`src/rtl/complex_res_accumulator_pkg.sv`:
```
// Shared types and helpers for the complex result accumulator, plus {re,im} field slicing
// common with the multiplier result format.
`ifndef COMPLEX_RES_ACCUMULATOR_PKG_SV
`define COMPLEX_RES_ACCUMULATOR_PKG_SV

// d is a 4*w-bit word packed as {re, im}, each field 2*w bits wide.
`define CPLX_RE(d, w) d[4*(w)-1:2*(w)]
`define CPLX_IM(d, w) d[2*(w)-1:0]

package complex_res_accumulator_pkg;

    typedef enum logic {
        ACCUM = 1'b0,
        DONE  = 1'b1
    } state_t;

    function automatic int clog2(input int value);
        int result;
        int rem;
        result = 0;
        rem    = value - 1;
        while (rem > 0) begin
            result = result + 1;
            rem    = rem >> 1;
        end
        return result;
    endfunction

endpackage

`endif

```
`src/rtl/complex_res_accumulator_cplx_acc_lane.sv`:
```
// One signed accumulator lane: sign-extends each sample, adds it into a running sum,
// and captures the final sum into an output register that holds until the next capture.
module cplx_acc_lane #(
    parameter int ACC_W = 18,
    parameter int IN_W  = 16
) (
    input  logic             clk,
    input  logic             rstn,
    input  logic             sw_rst,
    input  logic             i_add,
    input  logic             i_cap,
    input  logic             i_clr,
    input  logic [IN_W-1:0]  i_dat,
    output logic [ACC_W-1:0] o_sum
);
    logic [ACC_W-1:0] r_acc;
    logic [ACC_W-1:0] r_out;
    logic [ACC_W-1:0] w_sum;

    // Sum wraps modulo 2^ACC_W; the guard bits keep a full frame in range.
    assign w_sum = r_acc + ACC_W'($signed(i_dat));

    always_ff @(posedge clk or negedge rstn) begin
        if (!rstn) begin
            r_acc <= '0;
            r_out <= '0;
        end else if (sw_rst) begin
            r_acc <= '0;
            r_out <= '0;
        end else begin
            if (i_clr) begin
                r_acc <= '0;
            end else if (i_add) begin
                r_acc <= w_sum;
            end
            if (i_cap) begin
                r_out <= w_sum;
            end
        end
    end

    assign o_sum = r_out;
endmodule

```
`src/rtl/complex_res_accumulator.sv`:
```
// Complex MAC back end: sums up to ACC_LEN {re,im} samples per frame and presents the sum,
// one cycle after the last sample, on a registered valid/ready output.
module complex_res_accumulator
    import complex_res_accumulator_pkg::*;
#(
    parameter int DATA_WIDTH = 8,
    parameter int ACC_LEN    = 4,
    parameter int GUARD      = 2,
    localparam int ACC_W     = 2*DATA_WIDTH + GUARD,
    localparam int CNT_W     = clog2(ACC_LEN + 1)
) (
    input  logic                    clk,
    input  logic                    rstn,
    input  logic                    sw_rst,
    input  logic                    in_val,
    output logic                    in_ready,
    input  logic [4*DATA_WIDTH-1:0] in_data,
    input  logic                    in_last,
    output logic                    out_val,
    input  logic                    out_ready,
    output logic [2*ACC_W-1:0]      out_data,
    output logic [CNT_W-1:0]        out_cnt
);
    localparam int IN_W = 2*DATA_WIDTH;

    state_t           r_state;
    state_t           w_state_nxt;
    logic [CNT_W-1:0] r_cnt;
    logic [CNT_W-1:0] r_out_cnt;
    logic             w_in_xfer;
    logic             w_out_xfer;
    logic             w_frame_end;
    logic [ACC_W-1:0] w_sum_re;
    logic [ACC_W-1:0] w_sum_im;

    // Handshake decode uses state only, so neither ready nor valid depends on the far side.
    assign in_ready    = (r_state == ACCUM);
    assign out_val     = (r_state == DONE);
    assign w_in_xfer   = in_val & in_ready;
    assign w_out_xfer  = out_val & out_ready;
    assign w_frame_end = w_in_xfer & (in_last | (r_cnt == CNT_W'(ACC_LEN - 1)));

    always_comb begin
        w_state_nxt = r_state;
        case (r_state)
            ACCUM:   if (w_frame_end) w_state_nxt = DONE;
            DONE:    if (w_out_xfer)  w_state_nxt = ACCUM;
            default: w_state_nxt = ACCUM;
        endcase
    end

    always_ff @(posedge clk or negedge rstn) begin
        if (!rstn) begin
            r_state   <= ACCUM;
            r_cnt     <= '0;
            r_out_cnt <= '0;
        end else if (sw_rst) begin
            r_state   <= ACCUM;
            r_cnt     <= '0;
            r_out_cnt <= '0;
        end else begin
            r_state <= w_state_nxt;
            if (w_out_xfer) begin
                r_cnt <= '0;
            end else if (w_in_xfer) begin
                r_cnt <= r_cnt + CNT_W'(1);
            end
            if (w_frame_end) begin
                r_out_cnt <= r_cnt + CNT_W'(1);
            end
        end
    end

    cplx_acc_lane #(.ACC_W(ACC_W), .IN_W(IN_W)) u_lane_re (
        .clk    (clk),
        .rstn   (rstn),
        .sw_rst (sw_rst),
        .i_add  (w_in_xfer),
        .i_cap  (w_frame_end),
        .i_clr  (w_out_xfer),
        .i_dat  (`CPLX_RE(in_data, DATA_WIDTH)),
        .o_sum  (w_sum_re)
    );

    cplx_acc_lane #(.ACC_W(ACC_W), .IN_W(IN_W)) u_lane_im (
        .clk    (clk),
        .rstn   (rstn),
        .sw_rst (sw_rst),
        .i_add  (w_in_xfer),
        .i_cap  (w_frame_end),
        .i_clr  (w_out_xfer),
        .i_dat  (`CPLX_IM(in_data, DATA_WIDTH)),
        .o_sum  (w_sum_im)
    );

    assign out_data = {w_sum_re, w_sum_im};
    assign out_cnt  = r_out_cnt;
endmodule

```
`config.mk`:
```
export PLATFORM = sky130hd
export DESIGN_NAME = complex_res_accumulator
export DESIGN_NICKNAME = d
export VERILOG_FILES = /design/src/rtl/complex_res_accumulator_pkg.sv /design/src/rtl/complex_res_accumulator_cplx_acc_lane.sv /design/src/rtl/complex_res_accumulator.sv
export SDC_FILE = /design/constraint.sdc
export NUM_CORES = 1
export LEC_CHECK = 0
export BUFFER_PORTS_ARGS = -buffer_cell sky130_fd_sc_hd__clkbuf_2
export CAP_MARGIN = 20
export CORE_MARGIN = 2
export CORE_UTILIZATION = 60
export DETAILED_ROUTE_END_ITERATION = 7
export GPL_TIMING_DRIVEN = 0
export MAX_ROUTING_LAYER = met4
export PLACE_DENSITY = 0.95
export SYNTH_ARGS = -nofsm -noshare
export SYNTH_HDL_FRONTEND = slang
export SYNTH_SLANG_ARGS = --single-unit
```
`constraint.sdc`:
```
create_clock -name clk -period 7.1 [get_ports clk]
set_input_delay 0.355 -clock clk [delete_from_list [all_inputs] [get_ports clk]]
set_output_delay 0.355 -clock clk [all_outputs]
set_load 0.005 [all_outputs]
```
==> results.py <==
metrics = {
    "hold_path": {
        "hold_end": "out_val",
        "hold_start": "out_ready",
        "hold_class": "in2reg",
        "worstHoldPathCells": 2,
    },
    "cts": {
        "post_cts_buffers": 0,
        "clk_pin_slew_worst_paths_ns": 0.09,
        "cts_tree": "done",
        "clock_sinks": 79,
        "cts-root-buf": "clkbuf_8",
        "cts.htree.levels": 3,
        "post_cts_resize_count": 0,
        "numCtsBuffers": 9,
        "clk_latency_ns": 0.36,
        "clockBufferDepth": 2,
    },
    "cells_and_area": {
        "fillers": 489,
        "final_nets": 583,
        "syn2layout_area_growth_pct": 18.5,
        "drive_above_1_share_pct": 20.5,
        "diodes": 0,
        "fin_cells": 611,
    },
    "critical_path": {
        "critPathLaunchType": "flop",
        "crit_fanout": 10,
        "critPathCaptureType": "flop",
        "worstReg2RegStart": "r_cnt[0]",
        "required_ns": 7.37,
        "critPathLaunch": "r_cnt[0]",
        "arrival_ns": 3.07,
        "worst-r2r-setup-slack_ns": 4.30,
        "path_class": "reg2reg",
        "worstReg2RegEnd": "u_lane_re.o_sum[5]",
        "rr_worst_depth": 9,
    },
    "grt": {
        "grt_pass1_wl_um": 17700,
        "grt_pass1_vias": 3688,
        "grt_overflow_total": 0,
        "antenna_found_initial": 0,
        "grt_max_degree": 49,
        "grtUsageTotal_pct": 30.1,
    },
    "timing": {
        "maxSlewHeadroom_pct": 58.1,
        "tns_ns": 0,
        "tightest_slew_ns": 0.629,
        "final_hold_viol_count": 0,
        "final-setup-viol-count": 0,
        "skew_ns": 0.0125,
        "holdWs_ns": 0.204,
        "fmax_ghz": 0.358,
        "drv_slew": 0,
        "period_needed_ns": 2.80,
        "rsz0062_at_grt": "false",
        "finalCritPeriodShare_pct": 39.4,
    },
    "synthesis": {
        "yosysUniqueCellTypes": 45,
        "yosysWarningCount": 0,
        "synth_fa_ha_area_share_pct": 11.2,
        "synth_compound_area_share_pct": 25.3,
        "synth.area.mux_share_pct": 0,
        "synth_area_mm2": 0.00438,
        "syn_nets": 492,
        "syn_area_per_cell_um2": 10.5,
        "synth-simple-area-share_pct": 9.08,
        "synth_seq_area_share_pct": 45.1,
        "synth_top_family_by_area": "compound AO/OA/AOI/OAI gates",
        "ys_ff_latch": 79,
        "syn_inst": 416,
        "synth_xor_area_share_pct": 6.60,
    },
    "route": {
        "wirelength_um": 11200,
        "drt-initial-drc-count": 332,
        "vias_per_cell": 6.26,
        "drc": 0,
        "wire_per_inst_um": 18.4,
        "postRouteAntennaNets": 0,
        "vias": 3822,
        "firstDrtPassIters": 5,
    },
    "placement": {
        "place.gp.congestion": 0.885,
        "port_buffers": 78,
        "hpwl_um": 7840,
        "placedCellCount": 594,
    },
    "power": {
        "p_int_uw": 931,
        "pwr-share-clk_pct": 30.9,
        "p_sw_share_pct": 32.3,
        "pwr-share-seq_pct": 39.1,
        "peakVddDrop_v": 0.000144,
        "comb_power_share_pct": 30.1,
        "power.switching_uw": 443,
        "pwr_density_cell_mw_per_mm2": 265,
        "p_leak_uw": 0.00264,
    },
    "floorplanning": {
        "core_area_mm2": 0.00718,
        "die_h_um": 89.5,
        "initial_utilization_pct": 61.1,
        "die_area_mm2": 0.00800,
        "die_width_um": 89.5,
        "rows": 31,
        "io-pin-count": 79,
    },
    "flow_run": {
        "cap_violations": 0,
    },
    "outcome": {
        "outcome": "finished, final reports clean",
    },
}
==> cells in the final DEF (no fill, tap or decap), drive strengths merged, types with 2 or more instances in the layout <==
cell / count
a211oi: 3
a21o: 9
a21oi: 30
a22o: 58
a31oi: 4
and3: 5
buf: 2
bufinv: 3
clkbuf: 104
clkinv: 2
dfrtp: 79
fa: 2
ha: 36
inv: 16
nand2: 47
nand3: 7
nand4: 2
nor2: 11
nor2b: 5
nor3: 3
o21a: 4
o21ai: 24
o21bai: 5
o31ai: 3
xnor2: 25
xor2: 8
==> timing repair <==
| item | CTS | global route |
|---|---|---|
| endpoints found under the hold margin | 31 | 0 |
| endpoints found under the setup margin | 0 | 0 |
| hold buffers | 1 | 0 |
==> metal layers <==
metal / global-route usage, % / share of wire [%]
met1: 38.5 / 42
met4: 15.7 / 4.3
met3: 4.99 / 5.8
met2: 45.9 / 47
met5: - / 0
==> layout make-up <==
class | instances | area (µm²) | share of cell area [%]
repair buffers | 80 | 430 | 8.29
clock inverters | 5 | 104 | 2.00
clock buffers | 11 | 151 | 2.92
multi-input cells | 305 | 2280 | 44.0
flip-flops and latches | 79 | 1980 | 38.1
inverters | 16 | 60.1 | 1.16
well taps | 99 | 124 | 2.39
plain buffers | 16 | 60.1 | 1.16
==> logic make-up (layout without fill, tap and decap cells) <==
kind of cell	after synthesis	count (layout)
buffers and inverters	32	128
AND/OR/NAND/NOR	86	86
AO/OA/AOI/OAI	148	148
XOR/XNOR	33	33
adder cells (fa/ha/maj)	38	38
flip-flops	79	79
==> worst max-delay path by stage <==
stage / end / cells past startpoint
4_1_cts: u_lane_re.o_sum[5] / 9
5_1_grt: u_lane_im.o_sum[4] / 9
2_1_floorplan: u_lane_re.r_acc[16] / 11
3_3_place_gp: u_lane_re.r_acc[16] / 12
6_report: u_lane_re.o_sum[5] / 9
3_5_place_dp: out_cnt[0] / 9
==> stage by stage <==
step / worst slack [ns] / utilization, % / power (µW) / cell area, µm²
final: 4.30 / 72.3 / 1370 / 5190
after global routing: 4.12 / 72.3 / 1440 / 5190
after CTS: 4.35 / 72.3 / 1370 / 5190
after detailed placement: 4.44 / 68.6 / 940 / 4930
after global placement: 4.48 / 68.2 / 916 / 4900
after floorplan: 4.79 / - / 823 / 4380
==> synth_stat cells (all sizes together) <==
master | n | share of area [%]
dfrtp | 79 | 45
a22o | 58 | 12
nand2 | 47 | 4.1
ha | 36 | 10
a21oi | 30 | 3.6
xnor2 | 25 | 5.0
o21ai | 24 | 2.8
inv | 16 | 1.4
clkbuf | 15 | 1.3
nor2 | 11 | 1.1
a21o | 9 | 1.5
xor2 | 8 | 1.6
nand3 | 7 | 0.80
and3 | 5 | 0.71
nor2b | 5 | 0.71
o21bai | 5 | 0.86
a31oi | 4 | 0.91
o21a | 4 | 0.69
a211oi | 3 | 0.63
nor3 | 3 | 0.34
o31ai | 3 | 0.51
fa | 2 | 0.91
nand4 | 2 | 0.29
a2111oi | 1 | 0.63
a221o | 1 | 0.23
a22oi | 1 | 0.17
a311o | 1 | 0.23
a311oi | 1 | 0.34
a31o | 1 | 0.20
and2 | 1 | 0.14
and4 | 1 | 0.20
buf | 1 | 0.086
nand2b | 1 | 0.14
nand4b | 1 | 0.20
o211ai | 1 | 0.17
o22ai | 1 | 0.14
or2 | 1 | 0.20
or3 | 1 | 0.14
==> sequential cells by signal (all words and copies together) (netlist names) <==
| signal | cells |
|---|---|
| out_cnt | 3 |
| out_val | 1 |
| r_cnt | 3 |
| u_lane_im.o_sum | 18 |
| u_lane_im.r_acc | 18 |
| u_lane_re.o_sum | 18 |
| u_lane_re.r_acc | 18 |
==> power by group through the flow <==
stage / sequential, µW / clock (µW) / combinational, µW
final: 537 / 424 / 413
after global routing: 542 / 445 / 450
after CTS: 535 / 425 / 408
after detailed placement: 543 / 0 / 397
after global placement: 540 / 0 / 376
after floorplan: 537 / 0 / 286
==> critical path: stages, from the launching register on <==
cell      delay (ns)
dfrtp_1         0.42
ha_1            0.23
ha_1            0.19
nor2_1          0.38
inv_1           0.12
a21oi_1         0.26
clkbuf_1        0.51
clkbuf_1        0.41
nand2_1         0.10
o21ai_0         0.09
Power figures use the tool's default switching activity.
